[src/rtl/uart_ctrl_pkg.sv]
// Shared definitions for the uart_core echo controller: register map,
// FSM state encoding and the per-state bus command decoder.
package uart_ctrl_pkg;

  // uart_core register addresses
  localparam logic [11:0] ADDR_DIV    = 12'h000;
  localparam logic [11:0] ADDR_TXDATA = 12'h004;
  localparam logic [11:0] ADDR_RXDATA = 12'h008;
  localparam logic [11:0] ADDR_RXEN   = 12'h00C;
  localparam logic [11:0] ADDR_TXLVL  = 12'h018;
  localparam logic [11:0] ADDR_TXEN   = 12'h01C;

  typedef enum logic [3:0] {
    ST_IDLE      = 4'd0,
    ST_CFG_BAUD  = 4'd1,
    ST_CFG_TXLVL = 4'd2,
    ST_RX_EN     = 4'd3,
    ST_WAIT_RX   = 4'd4,
    ST_RD_REQ    = 4'd5,
    ST_RD_CAP    = 4'd6,
    ST_RX_DIS    = 4'd7,
    ST_WR_DATA   = 4'd8,
    ST_TX_GO     = 4'd9,
    ST_TX_CLR    = 4'd10,
    ST_WAIT_TX   = 4'd11
  } state_e;

  typedef struct packed {
    logic        we;
    logic        re;
    logic [11:0] addr;
    logic [31:0] wdata;
  } bus_cmd_t;

  // Bus command driven while the FSM sits in state st. Non-bus states
  // return an all-zero command so address and data stay quiet.
  function automatic bus_cmd_t bus_cmd(input state_e st,
                                       input logic [31:0] div,
                                       input logic [7:0] tx_byte);
    bus_cmd_t c;
    c = '{we: 1'b0, re: 1'b0, addr: 12'h000, wdata: 32'h0000_0000};
    case (st)
      ST_CFG_BAUD:  c = '{we: 1'b1, re: 1'b0, addr: ADDR_DIV,    wdata: div};
      ST_CFG_TXLVL: c = '{we: 1'b1, re: 1'b0, addr: ADDR_TXLVL,  wdata: 32'h0000_0000};
      ST_RX_EN:     c = '{we: 1'b1, re: 1'b0, addr: ADDR_RXEN,   wdata: 32'h0000_0001};
      ST_RD_REQ:    c = '{we: 1'b0, re: 1'b1, addr: ADDR_RXDATA, wdata: 32'h0000_0000};
      ST_RX_DIS:    c = '{we: 1'b1, re: 1'b0, addr: ADDR_RXEN,   wdata: 32'h0000_0000};
      ST_WR_DATA:   c = '{we: 1'b1, re: 1'b0, addr: ADDR_TXDATA, wdata: {24'h00_0000, tx_byte}};
      ST_TX_GO:     c = '{we: 1'b1, re: 1'b0, addr: ADDR_TXEN,   wdata: 32'h0000_0001};
      ST_TX_CLR:    c = '{we: 1'b1, re: 1'b0, addr: ADDR_TXEN,   wdata: 32'h0000_0000};
      default:      c = '{we: 1'b0, re: 1'b0, addr: 12'h000,     wdata: 32'h0000_0000};
    endcase
    return c;
  endfunction

endpackage

[src/rtl/uart_echo_ctrl.sv]
// Register-bus master that runs a uart_core echo loop: configure baud and
// TX level, enable RX, read each received byte and send it back out.
module uart_echo_ctrl
  import uart_ctrl_pkg::*;
#(
  parameter logic [31:0] CLK_DIV    = 32'd43,
  parameter logic [15:0] TX_TIMEOUT = 16'd4096,
  parameter logic [7:0]  MATCH_CHAR = 8'd97
) (
  input  logic        clk_i,
  input  logic        rst,
  input  logic        start_i,
  input  logic        intr_rx,
  input  logic        intr_tx,
  input  logic [31:0] reg_rdata,
  output logic        reg_we,
  output logic        reg_re,
  output logic [11:0] reg_addr,
  output logic [31:0] reg_wdata,
  output logic        busy_o,
  output logic [7:0]  last_byte_o,
  output logic [15:0] byte_cnt_o,
  output logic        match_o,
  output logic        err_o
);

  state_e      r_state;
  bus_cmd_t    r_bus;
  logic        r_busy;
  logic [7:0]  r_last_byte;
  logic [15:0] r_byte_cnt;
  logic        r_match;
  logic        r_err;
  logic [15:0] r_timer;

  state_e      w_next_state;
  logic        w_tx_timeout;
  logic        w_unused_rdata;

  // Only the low byte of the RX data register carries the received character.
  assign w_unused_rdata = ^reg_rdata[31:8];

  // Next-state decode; the interrupts only matter in the two wait states.
  always_comb begin
    w_next_state = r_state;
    w_tx_timeout = 1'b0;
    case (r_state)
      ST_IDLE: begin
        if (start_i) begin
          w_next_state = ST_CFG_BAUD;
        end else begin
          w_next_state = ST_IDLE;
        end
      end
      ST_CFG_BAUD:  w_next_state = ST_CFG_TXLVL;
      ST_CFG_TXLVL: w_next_state = ST_RX_EN;
      ST_RX_EN:     w_next_state = ST_WAIT_RX;
      ST_WAIT_RX: begin
        // A pending byte wins over a stop request so it is never stranded.
        if (intr_rx) begin
          w_next_state = ST_RD_REQ;
        end else if (!start_i) begin
          w_next_state = ST_IDLE;
        end else begin
          w_next_state = ST_WAIT_RX;
        end
      end
      ST_RD_REQ:  w_next_state = ST_RD_CAP;
      ST_RD_CAP:  w_next_state = ST_RX_DIS;
      ST_RX_DIS:  w_next_state = ST_WR_DATA;
      ST_WR_DATA: w_next_state = ST_TX_GO;
      ST_TX_GO:   w_next_state = ST_TX_CLR;
      ST_TX_CLR:  w_next_state = ST_WAIT_TX;
      ST_WAIT_TX: begin
        // TX-done in the expiry cycle counts as success, not a timeout.
        if (intr_tx) begin
          w_next_state = start_i ? ST_RX_EN : ST_IDLE;
        end else if (r_timer == (TX_TIMEOUT - 16'd1)) begin
          w_tx_timeout = 1'b1;
          w_next_state = start_i ? ST_RX_EN : ST_IDLE;
        end else begin
          w_next_state = ST_WAIT_TX;
        end
      end
      default: w_next_state = ST_IDLE;
    endcase
  end

  // State, registered bus command for the state being entered, capture and status.
  always_ff @(posedge clk_i) begin
    if (rst) begin
      r_state     <= ST_IDLE;
      r_bus       <= '{we: 1'b0, re: 1'b0, addr: 12'h000, wdata: 32'h0000_0000};
      r_busy      <= 1'b0;
      r_last_byte <= 8'h00;
      r_byte_cnt  <= 16'h0000;
      r_match     <= 1'b0;
      r_err       <= 1'b0;
      r_timer     <= 16'h0000;
    end else begin
      r_state <= w_next_state;
      // Loading the command of the next state makes every strobe coincide
      // with its state and come straight from a flop.
      r_bus   <= bus_cmd(w_next_state, CLK_DIV, r_last_byte);
      r_busy  <= (w_next_state != ST_IDLE);

      if (r_state == ST_RD_CAP) begin
        r_last_byte <= reg_rdata[7:0];
        r_byte_cnt  <= r_byte_cnt + 16'd1;
      end

      // Compare lands one cycle after the capture, while in RX_DIS.
      if (r_state == ST_RX_DIS) begin
        r_match <= (r_last_byte == MATCH_CHAR);
      end

      // Timer runs only while waiting for TX-done; zero on entry.
      if (r_state == ST_WAIT_TX) begin
        r_timer <= r_timer + 16'd1;
      end else begin
        r_timer <= 16'h0000;
      end

      if (w_tx_timeout) begin
        r_err <= 1'b1;
      end
    end
  end

  assign reg_we      = r_bus.we;
  assign reg_re      = r_bus.re;
  assign reg_addr    = r_bus.addr;
  assign reg_wdata   = r_bus.wdata;
  assign busy_o      = r_busy;
  assign last_byte_o = r_last_byte;
  assign byte_cnt_o  = r_byte_cnt;
  assign match_o     = r_match;
  assign err_o       = r_err;

endmodule

[config.mk]
export PLATFORM = sky130hd
export DESIGN_NAME = uart_echo_ctrl
export DESIGN_NICKNAME = d
export VERILOG_FILES = /design/src/rtl/uart_ctrl_pkg.sv /design/src/rtl/uart_echo_ctrl.sv
export SDC_FILE = /design/constraint.sdc
export NUM_CORES = 1
export LEC_CHECK = 0
export BUFFER_PORTS_ARGS = -buffer_cell sky130_fd_sc_hd__clkbuf_2
export CAP_MARGIN = 20
export CORE_UTILIZATION = 49
export CTS_CLUSTER_DIAMETER = 150
export DETAILED_ROUTE_END_ITERATION = 8
export GPL_TIMING_DRIVEN = 0
export HOLD_SLACK_MARGIN = 0.08
export PLACE_DENSITY = 0.77
export SYNTH_ARGS = -nofsm -noshare
export SYNTH_HDL_FRONTEND = slang
export SYNTH_SLANG_ARGS = --single-unit
[constraint.sdc]
create_clock -name clk_i -period 2.23 [get_ports clk_i]
set_input_delay 0.446 -clock clk_i [delete_from_list [all_inputs] [get_ports clk_i]]
set_output_delay 0.446 -clock clk_i [all_outputs]
set_load 0.01 [all_outputs]
==> results of run 1 <==
[Yosys cell counts, types with 2 or more instances]
cell	n
nor4_1	2
xnor2_1	12
nand2_1	33
a21oi_1	22
nor4bb_1	2
nand4_2	2
and3_1	6
buf_4	38
o21ai_0	5
nand2b_1	2
clkbuf_1	8
or4_1	2
dfxtp_1	60
nand3_1	9
ha_1	2
a31oi_1	3
nor2_1	52
o31ai_1	4
buf_2	2
and2_1	5
nand4_1	8
nor3_1	6
inv_1	6
or3_1	3
xor2_1	14
[power groups by stage]
stage	clock network [mW]	logic, mW	registers (mW)
3_5_place_dp	0	0.234	1.13
2_1_floorplan	0	0.170	1.14
3_3_place_gp	0	0.234	1.12
5_1_grt	1.00	0.263	1.10
6_report	0.946	0.239	1.10
4_1_cts	0.961	0.236	1.10
[per-stage QoR]
stage | total power [mW] | utilization [%] | instances | worst slack [ns] | hold WS, ns
6_report | 2.287 | 62.76 | 501 | 0.2506 | 0.3196
5_1_grt | 2.370 | 62.76 | 501 | 0.1168 | 0.3122
4_1_cts | 2.299 | 62.76 | 501 | 0.2365 | 0.3129
3_5_place_dp | 1.360 | 59.33 | 486 | 0.2551 | 0.4514
3_3_place_gp | 1.359 | 59.33 | 486 | 0.2658 | 0.4461
2_1_floorplan | 1.305 | - | 363 | 0.4872 | 0.4303
[metal layers]
metal  up-vias  GRT usage, %  wire length, um
met4         0         10.00               82
met3        10         5.882              340
met2        82         32.83             2673
li1       1241             -                -
met5         -             0                0
met1      1080         23.92             2666
[registers in the layout, summed over array words and instances, names as in the netlist]
signal / flops
r_timer: 16
reg_we: 1
reg_re: 1
err_o: 1
busy_o: 1
reg_wdata: 8
r_state: 4
last_byte_o: 8
byte_cnt_o: 16
match_o: 1
reg_addr: 3
[final timing paths]
check	startpoint	end	slack, ns
max	r_timer[0]	reg_wdata[0]	0.25
min	reg_rdata[2]	last_byte_o[2]	0.32
max reg2reg	r_timer[0]	reg_wdata[0]	0.25
min reg2reg	r_timer[0]	r_timer[0]	0.46
[worst max-delay path: stages (launching register included)]
cell and delay, ns:
dfxtp_1 0.37, ha_1 0.19, nand3_1 0.22, nor4_4 0.56, o21ai_2 0.09, a31o_2 0.31
a211oi_2 0.16
[logic make-up (layout without fill, tap and decap cells)]
logic type,Yosys count,count (layout)
fa+ha+maj,2,2
compound gates,45,45
other cells,1,33
buf+inv,55,121
simple gates,142,142
xor+xnor,26,26
flops,60,60
[cells in the final DEF (no fill, tap or decap), drive strengths merged, types with 4 or more instances in the layout]
cell type  Yosys  final
nand3          9      9
o31ai          4      4
buf           41     41
nand2         33     33
dfxtp         60     60
clkbuf         8     69
a21oi         22     22
and2           5      5
xnor2         12     12
xor2          14     14
nand4         10     10
conb           1     33
nor3           7      7
and3           6      6
o21ai          7      7
inv            6      6
nor2          52     52
[area by class of cell]
type / instances / area (um2)
Buffer: 49 / 336.6
Clock buffer: 10 / 137.6
Clock inverter: 5 / 52.55
Fill cell: 512 / 2063
Inverter: 6 / 22.52
Multi-Input combinational cell: 248 / 1381
Sequential cell: 60 / 1201
Tap cell: 72 / 90.09
Timing Repair Buffer: 51 / 255.2
==> results.sh, run 1 <==
export IMPL_status="finished clean"
export IMPL_setup_tns_final_ns=0
export IMPL_tritoncts="built"
export IMPL_detail_route_vias_per_cell=4.816
export IMPL_synth_top_area_share_pct=42.57
export IMPL_io_buffers=51
export IMPL_maxSlewViolCount=0
export IMPL_hp_class="in -> reg"
export IMPL_fp_dieW_um=77.88
export IMPL_ys_types=48
export IMPL_rows=27
export IMPL_drive_gt1_share_pct=27.74
export IMPL_design_portCount=110
export IMPL_fin_crit_sh_pct=88.76
export IMPL_swShare_pct=24.10
export IMPL_synth_edf_count=0
export IMPL_gp_congestion=0.8494
export IMPL_synthSimpleGateAreaFrac_pct=25.50
export IMPL_p_comb_share_pct=10.4
export IMPL_hold_buffers=0
export IMPL_synth_xor_area_share_pct=8.071
export IMPL_start_kind="flop"
export IMPL_vias=2413
export IMPL_synth_adder_area_share_pct=0.8869
export IMPL_cts_resized=0
export IMPL_start_util_pct=50.93
export IMPL_ant_nets=0
export IMPL_rsz0062_at_grt="no"
export IMPL_yosysWarnings=0
export IMPL_synth_compound_area_share_pct=10.11
export IMPL_p_leak_nw=1.507
export IMPL_insertion_delay_ns=0.34
export IMPL_syn_area_um2=2821
export IMPL_grt_overflow=0
export IMPL_rr_worst_depth=6
export IMPL_cts_max_path_buffers=2
export IMPL_period_needed_ns=1.979
export IMPL_ys_seq_elements=60
export IMPL_max_cap_violations=0
export IMPL_path_clk_slew_ns=0.07
export IMPL_max_freq_mhz=505.2
export IMPL_grt_max_degree=11
export IMPL_hold_violations=0
export IMPL_seqPwrFrac_pct=48.2
export IMPL_holdPathStages=3
export IMPL_die_h_um=77.88
export IMPL_yosysSeqAreaShare_pct=42.57
export IMPL_drt_initial_drc_count=153
export IMPL_htreeDepth=3
export IMPL_grt_usage_pct=20.09
export IMPL_area_delta_synth_final_pct=23.24
export IMPL_synthTopCellsByArea="dfxtp_1 43%, buf_4 10%, nor2_1 6.9%, nand2_1 4.4%, xor2_1 4.3%"
export IMPL_worstPathRequired_ns=2.49
export IMPL_worstPathArrival_ns=2.24
export IMPL_routed_wl_mm=5.763
export IMPL_synth_top_family_by_area="simple AND/OR/NAND/NOR gates"
export IMPL_critPathMaxFanout=7
export IMPL_setup_viol=0
export IMPL_avgSynthCellArea_um2=8.524
export IMPL_synth_top_area_cell="dfxtp_1"
export IMPL_pwr_share_clk_pct=41.4
export IMPL_synth_cells=331
export IMPL_fin_skew_ns=0.009108
export IMPL_routedWlPerCell_um=11.50
export IMPL_cts_root_buf="clkbuf_8"
export IMPL_async_flop_share_pct=0
export IMPL_synthMuxAreaShare_pct=0
export IMPL_synth_flop_cell="dfxtp_1"
export IMPL_design_area_um2=3477
export IMPL_cts_buffers_inserted=9
export IMPL_grt_antenna_before_repair=0
export IMPL_p_int_mw=1.735
export IMPL_fin_nets=464
export IMPL_irDropWorstVdd_uv=345.9
export IMPL_clock_sink_count=60
export IMPL_drtPass1Iterations=4
export IMPL_die_area_um2=6065
export IMPL_grt_first_pass_wirelength_mm=9.494
export IMPL_switching_power_mw=0.5511
export IMPL_grt_pass1_vias=2150
export IMPL_dp_hpwl_mm=4.133
export IMPL_drc=0
export IMPL_core_area_um2=5540
export IMPL_p_per_area_nw_per_um2=657.6
export IMPL_worst_pin_slew_ns=0.5687
export IMPL_post_dp_cell_area_um2=3287
export IMPL_end_kind="flop"
export IMPL_antenna_cells=0
export IMPL_relSlewSlack_pct=62.01
export IMPL_cts_setup_buffers=0
export IMPL_crit_type="reg -> reg"
No activity file was read; power rests on OpenSTA's default activity.
==> run 2: changes to the inputs <==
--- a/config.mk
+++ b/config.mk
@@ -7,12 +7,12 @@
 export LEC_CHECK = 0
 export BUFFER_PORTS_ARGS = -buffer_cell sky130_fd_sc_hd__clkbuf_2
 export CAP_MARGIN = 20
-export CORE_UTILIZATION = 49
+export CORE_UTILIZATION = 40
 export CTS_CLUSTER_DIAMETER = 150
 export DETAILED_ROUTE_END_ITERATION = 8
 export GPL_TIMING_DRIVEN = 0
 export HOLD_SLACK_MARGIN = 0.08
-export PLACE_DENSITY = 0.77
+export PLACE_DENSITY = 0.65
 export SYNTH_ARGS = -nofsm -noshare
 export SYNTH_HDL_FRONTEND = slang
 export SYNTH_SLANG_ARGS = --single-unit
==> results.sh, run 2 (synthesis gave the netlist of run 1 again) <==
export IMPL_hp_class="in -> reg"
export IMPL_vias=2369
export IMPL_grt_pass1_vias=2067
export IMPL_worstPathArrival_ns=2.28
export IMPL_status="finished clean"
export IMPL_io_buffers=51
export IMPL_path_clk_slew_ns=0.07
export IMPL_r2r_start="r_timer[0]"
export IMPL_fp_dieW_um=85.99
export IMPL_setup_tns_final_ns=0
export IMPL_gp_congestion=0.8774
export IMPL_worstPathRequired_ns=2.49
export IMPL_irDropWorstVdd_uv=318.0
export IMPL_cts_max_path_buffers=2
export IMPL_grt_usage_pct=16.46
export IMPL_fin_skew_ns=0.01038
export IMPL_drc=0
export IMPL_dp_hpwl_mm=4.238
export IMPL_drt_initial_drc_count=114
export IMPL_start_util_pct=41.53
export IMPL_die_h_um=85.99
export IMPL_cpLargestDelayFamily="simple AND/OR/NAND/NOR gates"
export IMPL_hold_buffers=0
export IMPL_crit_path_max_incr_delay_ns=0.57
export IMPL_end_kind="flop"
export IMPL_insertion_delay_ns=0.34
export IMPL_grt_antenna_before_repair=0
export IMPL_layout_common_cells="60 x dfxtp_1, 52 x nor2_1, 51 x clkbuf_2"
export IMPL_critPathMaxFanout=7
export IMPL_cts_resized=0
export IMPL_crit_chain="ha_1, nand3_1, nor4_4, o21ai_2, or3_1, a31oi_1"
export IMPL_routed_wl_mm=5.814
export IMPL_cts_setup_buffers=0
export IMPL_hold_violations=0
export IMPL_crit_type="reg -> reg"
export IMPL_detail_route_vias_per_cell=4.504
export IMPL_start_kind="flop"
export IMPL_min_from="reg_rdata[5]"
export IMPL_relSlewSlack_pct=58.57
export IMPL_core_area_um2=6794
export IMPL_rows=30
export IMPL_grt_first_pass_wirelength_mm=9.487
export IMPL_crit_slowest_cell="nor4_4"
export IMPL_final_common_cell="dfxtp_1"
export IMPL_fin_crit_sh_pct=90.72
export IMPL_drive_gt1_share_pct=27.67
export IMPL_setup_viol=0
export IMPL_maxSlewViolCount=0
export IMPL_drtPass1Iterations=4
export IMPL_antenna_cells=0
export IMPL_grt_overflow=0
export IMPL_routedWlPerCell_um=11.05
export IMPL_p_per_area_nw_per_um2=632.2
export IMPL_tritoncts="built"
export IMPL_grt_max_degree=12
export IMPL_crit_buf_inv=0
export IMPL_clock_sink_count=60
export IMPL_area_delta_synth_final_pct=23.90
export IMPL_period_needed_ns=2.023
export IMPL_design_portCount=110
export IMPL_crit_path_start="r_timer[0]"
export IMPL_p_leak_nw=1.495
export IMPL_total_power_mw=2.210
export IMPL_ant_nets=0
export IMPL_htreeDepth=3
export IMPL_cts_buffers_inserted=9
export IMPL_max_cap_violations=0
export IMPL_worst_pin_slew_ns=0.6203
export IMPL_cts_root_buf="clkbuf_8"
export IMPL_die_area_um2=7393
export IMPL_fin_nets=464
export IMPL_max_freq_mhz=494.3
export IMPL_rsz0062_at_grt="no"
==> run 2: cell types whose count changed in the layout (fill, tap and decap cells not counted) <==
cell	change
clkinv_4	+2
bufinv_16	-1
clkinv_2	-2
clkbuf_1	+1
clkinvlp_4	+1
==> run 2: layout make-up <==
| cell class | instances | area (um2) |
|---|---|---|
| plain buffers | 49 | 336.6 |
| clock buffers | 11 | 141.4 |
| clock inverters | 5 | 37.54 |
| fillers | 673 | 3298 |
| inverters | 6 | 22.52 |
| multi-input cells | 248 | 1381 |
| flip-flops and latches | 60 | 1201 |
| well taps | 96 | 120.1 |
| repair buffers | 51 | 255.2 |
==> run 2: path summary, 6_finish.rpt <==
path / endpoint / slack (ns) / depth (start not counted)
min reg2reg: err_o / 0.47 / 2
max: reg_we / 0.21 / 6
min: last_byte_o[5] / 0.32 / 3
max reg2reg: reg_we / 0.21 / 6
==> run 2: where the power goes <==
part,switching [mW],internal (mW),total [mW]
clock,0.435,0.435,0.870
sequential,0.00589,1.09,1.10
combinational,0.133,0.107,0.240
==> run 2: routing by layer <==
| metal | up-vias | routed length, um | GRT usage (%) |
|---|---|---|---|
| met2 | 66 | 2738 | 27.06 |
| met4 | 0 | 112 | 7.727 |
| met1 | 1052 | 2648 | 20.17 |
| met5 | - | 0 | 0 |
| li1 | 1242 | - | - |
| met3 | 9 | 315 | 4.139 |
==> run 2: through the flow <==
step | hold WS (ns) | instance area, um2 | instances | worst slack (ns) | util [%]
detailed placement | 0.4567 | 3317 | 510 | 0.2275 | 48.82
CTS | 0.3126 | 3496 | 526 | 0.2140 | 51.45
floorplan | 0.4303 | 2942 | 363 | 0.4872 | -
finish | 0.3190 | 3496 | 526 | 0.2069 | 51.45
global placement | 0.4470 | 3317 | 510 | 0.2226 | 48.82
global route | 0.3237 | 3496 | 526 | 0.06360 | 51.45
==> run 2: tightest hold or removal path, stage by stage <==
cell and delay, ns:
clkbuf_2 0.08, nand2_1 0.04, a21oi_1 0.05
